**src/rtl/seq_alu.sv**
```systemverilog
// seq_alu: signed multi-cycle ALU; ADD/SUB in one cycle, shift-add MUL and restoring DIV over WIDTH cycles.
// Optional feature macro: SEQ_ALU_REM_EN adds the rem output (DIV remainder, or a on divide-by-zero).
module seq_alu #(
  parameter int               WIDTH       = 16,
  parameter logic [WIDTH-1:0] DIV0_RESULT = '1
) (
  input  logic                    clk,
  input  logic                    rst,
  input  logic                    start,
  input  logic [1:0]              op,
  input  logic signed [WIDTH-1:0] a,
  input  logic signed [WIDTH-1:0] b,
  output logic                    busy,
  output logic                    done,
  output logic signed [WIDTH-1:0] result,
  output logic                    carry,
  output logic                    zero,
  output logic                    div0
`ifdef SEQ_ALU_REM_EN
  ,
  output logic signed [WIDTH-1:0] rem
`endif
);
  localparam int            CW     = $clog2(WIDTH) + 1;
  localparam logic [CW-1:0] LAST   = CW'(WIDTH - 1);
  localparam logic [1:0]    OP_ADD = 2'b00;
  localparam logic [1:0]    OP_SUB = 2'b01;
  localparam logic [1:0]    OP_MUL = 2'b10;
  localparam logic [1:0]    OP_DIV = 2'b11;

  typedef enum logic {IDLE, RUN} state_t;

  state_t               state_q;
  logic [CW-1:0]        cnt_q;
  logic                 done_q, carry_q, zero_q, div0_q;
  logic [WIDTH-1:0]     result_q;
  logic                 mul_q, sign_q;
  logic [2*WIDTH-1:0]   mcand_q, acc_q;
  logic [WIDTH-1:0]     mplier_q, dvsr_q, quo_q, prem_q;
`ifdef SEQ_ALU_REM_EN
  logic                 a_neg_q;
  logic [WIDTH-1:0]     rem_q, rem_d;
`endif

  logic                 accept, fin, carry_d, div0_d;
  logic [WIDTH-1:0]     res_d;
  logic [WIDTH:0]       sum, shl, trial;
  logic [2*WIDTH-1:0]   acc_step, prod;
  logic [WIDTH-1:0]     prem_step, quo_step, quo_s;

  // Magnitude of a signed value; MIN maps to 2^(WIDTH-1), which still fits unsigned.
  function automatic logic [WIDTH-1:0] mag(input logic signed [WIDTH-1:0] x);
    return x[WIDTH-1] ? WIDTH'(-x) : WIDTH'(x);
  endfunction

  function automatic logic mul_ovf(input logic [2*WIDTH-1:0] p);
    logic [WIDTH:0] top;
    top = p[2*WIDTH-1:WIDTH-1];
    return !((&top) || !(|top));
  endfunction

  always_comb begin
    accept    = (state_q == IDLE) && start;
    sum       = {1'b0, a} + {1'b0, (op[0] ? ~b : b)} + {{WIDTH{1'b0}}, op[0]};
    acc_step  = acc_q + (mplier_q[0] ? mcand_q : '0);
    prod      = sign_q ? -acc_step : acc_step;
    shl       = {prem_q, quo_q[WIDTH-1]};
    trial     = shl - {1'b0, dvsr_q};
    prem_step = trial[WIDTH] ? shl[WIDTH-1:0] : trial[WIDTH-1:0];
    quo_step  = {quo_q[WIDTH-2:0], ~trial[WIDTH]};
    quo_s     = sign_q ? -quo_step : quo_step;
    fin       = 1'b0;
    res_d     = '0;
    carry_d   = 1'b0;
    div0_d    = 1'b0;
`ifdef SEQ_ALU_REM_EN
    rem_d     = '0;
`endif
    if (accept) begin
      case (op)
        OP_ADD, OP_SUB: begin
          fin     = 1'b1;
          res_d   = sum[WIDTH-1:0];
          carry_d = sum[WIDTH];
        end
        OP_DIV: begin
          if (b == '0) begin
            fin    = 1'b1;
            res_d  = DIV0_RESULT;
            div0_d = 1'b1;
`ifdef SEQ_ALU_REM_EN
            rem_d  = a;
`endif
          end
        end
        default: ;
      endcase
    end else if (state_q == RUN && cnt_q == LAST) begin
      fin = 1'b1;
      if (mul_q) begin
        res_d   = prod[WIDTH-1:0];
        carry_d = mul_ovf(prod);
      end else begin
        // Only MIN / -1 yields a positive quotient magnitude of 2^(WIDTH-1).
        res_d   = quo_s;
        carry_d = ~sign_q & quo_step[WIDTH-1];
`ifdef SEQ_ALU_REM_EN
        rem_d   = a_neg_q ? -prem_step : prem_step;
`endif
      end
    end
  end

  always_ff @(posedge clk) begin
    if (rst) begin
      state_q  <= IDLE;
      cnt_q    <= '0;
      done_q   <= 1'b0;
      result_q <= '0;
      carry_q  <= 1'b0;
      zero_q   <= 1'b0;
      div0_q   <= 1'b0;
`ifdef SEQ_ALU_REM_EN
      rem_q    <= '0;
`endif
    end else begin
      done_q <= fin;
      if (fin) begin
        result_q <= res_d;
        carry_q  <= carry_d;
        zero_q   <= (res_d == '0);
`ifdef SEQ_ALU_REM_EN
        rem_q    <= rem_d;
`endif
      end
      if (accept) begin
        div0_q   <= div0_d;
        cnt_q    <= '0;
        mul_q    <= ~op[0];
        sign_q   <= a[WIDTH-1] ^ b[WIDTH-1];
        mcand_q  <= {{WIDTH{1'b0}}, mag(a)};
        mplier_q <= mag(b);
        acc_q    <= '0;
        dvsr_q   <= mag(b);
        quo_q    <= mag(a);
        prem_q   <= '0;
`ifdef SEQ_ALU_REM_EN
        a_neg_q  <= a[WIDTH-1];
`endif
        if (op == OP_MUL || (op == OP_DIV && b != '0)) state_q <= RUN;
      end else if (state_q == RUN) begin
        cnt_q    <= cnt_q + CW'(1);
        acc_q    <= acc_step;
        mcand_q  <= mcand_q << 1;
        mplier_q <= mplier_q >> 1;
        prem_q   <= prem_step;
        quo_q    <= quo_step;
        if (cnt_q == LAST) state_q <= IDLE;
      end
    end
  end

  assign busy   = (state_q == RUN);
  assign done   = done_q;
  assign result = result_q;
  assign carry  = carry_q;
  assign zero   = zero_q;
  assign div0   = div0_q;
`ifdef SEQ_ALU_REM_EN
  assign rem    = rem_q;
`endif

endmodule

```
**config.mk**
```make
export PLATFORM = sky130hd
export DESIGN_NAME = seq_alu
export DESIGN_NICKNAME = d
export VERILOG_FILES = /design/src/rtl/seq_alu.sv
export SDC_FILE = /design/constraint.sdc
export NUM_CORES = 1
export LEC_CHECK = 0
export CAP_MARGIN = 0
export CORE_AREA = 5 5 171 173
export DETAILED_ROUTE_END_ITERATION = 10
export DIE_AREA = 0 0 176 178
export PLACE_DENSITY = 0.74
export SETUP_SLACK_MARGIN = 0.1
export SYNTH_ARGS = -nofsm -noshare
export SYNTH_HDL_FRONTEND = slang
export SYNTH_SLANG_ARGS = --single-unit
export TNS_END_PERCENT = 5
```
**constraint.sdc**
```tcl
create_clock -name clk -period 10.25 [get_ports clk]
set_input_delay 3.075 -clock clk [delete_from_list [all_inputs] [get_ports clk]]
set_output_delay 3.075 -clock clk [all_outputs]
set_load 0.01 [all_outputs]
```
Word-level counts from Yosys, hierarchy flattened
Cells that the tools add are included.
{"block": "totals", "reg_bits": 156, "input_bits": 37}
{"block": "op_classes", "n_eq_ne": 5, "n_reduce_logical": 18, "n_bitwise": 8, "add_sub_neg": 9, "mux": 33}
{"operator": "$mux W16", "count": 15}
{"operator": "$mux W32", "count": 4}
{"operator": "$neg A16 Y16", "count": 3}
{"operator": "$add A32 B32 Y32", "count": 1}
{"operator": "$logic_not A16 Y1", "count": 2}
{"operator": "$neg A32 Y32", "count": 1}
{"operator": "$pmux W16 S2", "count": 1}
{"operator": "$add A16 B16 Y17", "count": 1}
{"operator": "$add A17 B1 Y17", "count": 1}
{"operator": "$reduce_and A17 Y1", "count": 1}
{"operator": "$reduce_or A17 Y1", "count": 1}
{"operator": "$sub A17 B16 Y17", "count": 1}
{"operator": "$not A16 Y16", "count": 1}
{"operator": "$reduce_bool A16 Y1", "count": 1}
{"operator": "$mux W1", "count": 12}
{"operator": "$add A5 B1 Y5 const B", "count": 1}
{"operator": "$eq A5 B4 Y1 const B", "count": 1}
{"operator": "$not A1 Y1", "count": 5}
{"operator": "$eq A2 B2 Y1 const B", "count": 2}
{"operator": "$reduce_and A2 Y1", "count": 2}
{"operator": "$reduce_or A2 Y1", "count": 2}
{"operator": "$logic_and A1 B1 Y1", "count": 3}
{"operator": "$eq A2 B1 Y1 const B", "count": 1}
{"operator": "$logic_not A1 Y1", "count": 2}
{"operator": "7 further kinds", "count": 8}

Logic depth before layout (Yosys ltp)
{"block": "depth", "depth_word": 11, "ltp_mapped": 27, "mapped_depth_nobuf": 24}

Least setup slack after synthesis
OpenSTA, ideal clock, no wires.
{"block": "synth_path", "path_type": "input port to flip-flop", "startpoint": "input port rst", "endpoint": "register acc_q[0] (enable)", "stages": 3, "arrival_time_ns": 8.159, "slack_ns": 1.507, "required_ns": 9.666, "cell_sequence": "clkbuf_1 clkbuf_1 nor2_1"}
{"block": "synth_via", "elab_chain_len": 2}
{"item": "from (decl)", "line_no": "8", "source": "input logic rst,"}
{"item": "$not A1 Y1 (no source line)"}
{"item": "$reduce_and A2 Y1 (no source line)"}
{"item": "to (signal assigned)", "line_no": "153", "source": "acc_q <= acc_step;"}
{"item": "to (decl)", "line_no": "38", "source": "logic [2*WIDTH-1:0] mcand_q, acc_q;"}
No other way between the ends.
A chain may end at the register's enable or synchronous reset.

Final worst setup path
{"block": "layout_path", "startpoint": "input port op[0]", "endpoint": "register zero_q, in the netlist zero"}
{"block": "layout_via", "elab_chain_len": 6, "word_cells_on_any_way": 12}
{"item": "from (decl)", "line_no": "10", "source": "input logic [1:0] op,"}
{"item": "$mux W16", "line_no": "64", "source": "sum = {1'b0, a} + {1'b0, (op[0] ? ~b : b)} + {{WIDTH{1'b0}}, op[0]};"}
{"item": "$add A16 B16 Y17", "line_no": "64"}
{"item": "$add A17 B1 Y17", "line_no": "64"}
{"item": "$pmux W16 S2", "line_no": "80", "source": "case (op)"}
{"item": "$mux W16", "line_no": "79", "source": "if (accept) begin"}
{"item": "$logic_not A16 Y1", "line_no": "131", "source": "zero_q <= (res_d == '0);"}
{"item": "to (signal assigned)", "line_no": "131"}
{"item": "to (decl)", "line_no": "35", "source": "logic done_q, carry_q, zero_q, div0_q;"}
Several ways; a longest one is shown, not always the timed one.

==> flow_summary.ini <==
[timing]
worst_slew_pin_slew_ns = 1.08
clock.fmax_mhz = 141
fin_skew_ns = 0.0118
rsz0062_at_grt = false
setup_violations = 0
slew_violations = 0
slew_headroom_pct = 27.5
hold-worst-slack_ns = 0.457
hold_viol = 0
final.setup.tns_ns = 0
period_share_pct = 69.0
finalCriticalPeriod_ns = 7.07

[critical_path]
crit_type = in -> reg
max_stage_delay_ns = 0.88
critPathCaptureType = flop
worstPathRequired_ns = 10.63
crit_top_cell = a21oi_1
critPathSlowestCell = clkdlybuf4s50_1
timing.rr.start = mplier_q[0]
worstPathCellList = clkdlybuf4s50_1 -> mux2_2 -> fa_1 -> a21o_1 -> a21oi_1 -> o21bai_1 -> a21oi_1 -> o21bai_1 -> a21oi_1 -> xnor2_1 -> a211oi_1 -> and4_1 -> o2111a_1 -> nand4_1 -> or4_1 -> o21ai_1
arrival_ns = 7.45
start_kind = input port
cp_max_fo = 18
cp_num_buf_inv = 1
crit_family = compound AO/OA/AOI/OAI gates
cp-startpoint = op[0]

[global_routing]
grt-ovfl-total = 0
grt_max_degree = 81
grt_pass1_wl_mm = 54.5
antenna_found_initial = 0
grt_pass1_vias = 10200
track_usage_pct = 21.8

[routing]
drc = 0
drt_iter0_drc = 931
firstDrtPassIters = 5
highest_layer = met4
met2WireLength_mm = 16.8
finalWirelength_mm = 34.0
antenna_left = 0
routed_via_density = 6.03
wl_met3_mm = 2.09
met1_length_mm = 14.3
via_count = 10600
wire_per_inst_um = 19.4

[power_and_ir_drop]
power_density_nw_per_um2 = 162
p_leak_uw = 0.00516
ir_drop_mv = 0.118

[place]
gp_congestion = 0.966
numPortBuffers = 57
hpwl_mm = 25.0
dp.cells = 1720
placed_area_um2 = 13100

[logic_synthesis]
yosysTopAreaCellShare_pct = 32.0
synth_edf_count = 130
yosysTopAreaCell = edfxtp_1
ys_warn_count = 0
ys_async_sr_fraction_pct = 0
ys_seq_area_share_pct = 36.2
ys_ff_latch = 156
synthTopCellsByArea = edfxtp_1 (32%), ha_1 (7.0%), nand2_1 (4.5%)
synthesis.instances = 1372
syn-mean-instance-area_um2 = 8.90
mappedNetlistArea_um2 = 12200
ys_types = 86
syn-num-nets = 1480
synth_ff_type = edfxtp_1

[final_layout]
fin_nets = 1501
area_growth_pct = 11.8
final_area_um2 = 13700
layout-drive-gt1-share_pct = 5.83
final_util_pct = 49.7
n_antenna_cell = 0
final.fill_count = 2543
stdcell_count = 1752

[clock_network]
clkTransAtPathRegs_ns = 0.08
cts_resized = 0
cts_tree = yes
ctsLongestPathBuffers = 2
cts_hold_buf = 0
cts-root-buf = clkbuf_16
numCtsBuffers = 17
cts_max_level = 4
postCtsSetupRepairBufs = 0
clkSinkCount = 156
clk_latency_ns = 0.45

[min_path]
hold_class = reg -> reg
min_from = result[5]

[die]
fp.dieW_um = 176
initial_core_util_pct = 44.4
die_area_um2 = 31300
io_pins = 58
rows = 61
fp.dieH_um = 178
core_area_um2 = 27500

[status]
status = completed

[flow_run]
cap_violations = 0
[worst paths after layout]
path              cells after the start  slack [ns]   endpoint
setup / recovery                     16        3.18       zero
hold / removal                        2        0.46  result[5]
setup reg to reg                     14        4.36      carry
hold reg to reg                       2        0.46  result[5]
[layout make-up]
| type | instances | area, um2 | share of cell area [%] |
|---|---|---|---|
| Clock buffer | 17 | 425 | 3.12 |
| Clock inverter | 15 | 178 | 1.30 |
| Inverter | 51 | 191 | 1.40 |
| Multi-Input combinational cell | 1099 | 7350 | 53.8 |
| Sequential cell | 156 | 4420 | 32.4 |
| Tap cell | 346 | 433 | 3.17 |
| Timing Repair Buffer | 68 | 653 | 4.78 |
[worst reg2reg max path: cells and delay by family, from the launching register on]
| kind | cells | cell delay, ns |
|---|---|---|
| AO/OA/AOI/OAI | 5 | 1.33 |
| adder cells (fa/ha/maj) | 1 | 0.27 |
| flip-flops | 1 | 1.06 |
| multiplexers | 1 | 0.34 |
| AND/OR/NAND/NOR | 7 | 2.79 |
[cell usage after synthesis, types with 28 or more instances]
library cell	count
inv_1	50
xnor2_1	48
nand3_1	28
a21o_1	31
nor2_1	114
nor3_1	41
xor2_1	47
ha_1	68
and2_1	66
nand2_1	145
clkbuf_1	59
o21ai_0	72
a21oi_1	86
edfxtp_1	130
o21a_1	35
[cells in the final DEF, fill, tap and decap left out, types with 7 or more instances in the layout]
cell type | synthesis | layout
nand3_1 | 28 | 28
nand2_1 | 145 | 145
clkdlybuf4s50_1 | 0 | 57
o21bai_1 | 14 | 14
dfxtp_1 | 26 | 26
a211oi_1 | 15 | 15
xor2_1 | 47 | 47
nand2b_1 | 15 | 14
inv_1 | 50 | 50
a31oi_1 | 13 | 13
or4_1 | 9 | 9
xnor2_1 | 48 | 48
ha_1 | 68 | 68
edfxtp_1 | 130 | 130
o21a_1 | 35 | 35
clkbuf_16 | 0 | 17
nor2b_1 | 11 | 10
mux2i_1 | 9 | 9
nand4_1 | 12 | 12
a221oi_1 | 8 | 8
a21boi_0 | 8 | 8
nor3_1 | 41 | 41
and4_1 | 7 | 7
and2_1 | 66 | 66
or3_1 | 11 | 11
buf_4 | 0 | 11
a21o_1 | 31 | 31
o21ai_0 | 72 | 72
and3_1 | 27 | 27
a21oi_1 | 86 | 86
nor4_1 | 12 | 12
nor2_1 | 114 | 113
o31ai_1 | 20 | 20
o211ai_1 | 9 | 9
[sequential cells by signal, indices dropped and copies added, names as in the netlist, 5 cells and up]
signal,flops
mplier_q,16
dvsr_q,16
mcand_q,32
cnt_q,5
result,16
quo_q,16
acc_q,32
prem_q,16
[stage by stage]
stage	setup slack [ns]	power, uW
finish	3.18	2210
global route	2.78	2320
CTS	3.19	2210
detailed placement	2.74	1550
global placement	2.85	1530
floorplan	1.51	1340
[metal layers]
metal  up-vias  track usage [%]
met5         -                0
met4         0             7.08
met3        48             4.07
met2       374             37.7
met1      5005             27.6
li1       5129                -
[report_power, final]
group          internal, uW  switching [uW]  leakage (uW)
clock network           349             316      0.000288
logic                   289             459       0.00341
registers               764            32.3       0.00146
[kinds of logic (layout without fill, tap and decap cells)]
kind of cell | after synthesis | after routing | synth area share, %
AO/OA/AOI/OAI | 390 | 390 | 22.0
XOR/XNOR | 96 | 96 | 7.04
adder cells (fa/ha/maj) | 71 | 71 | 7.46
buffers and inverters | 117 | 151 | 3.72
flip-flops | 156 | 156 | 36.2
multiplexers | 18 | 18 | 1.75
AND/OR/NAND/NOR | 524 | 524 | 21.8
No activity file was read; power rests on OpenSTA's default activity.
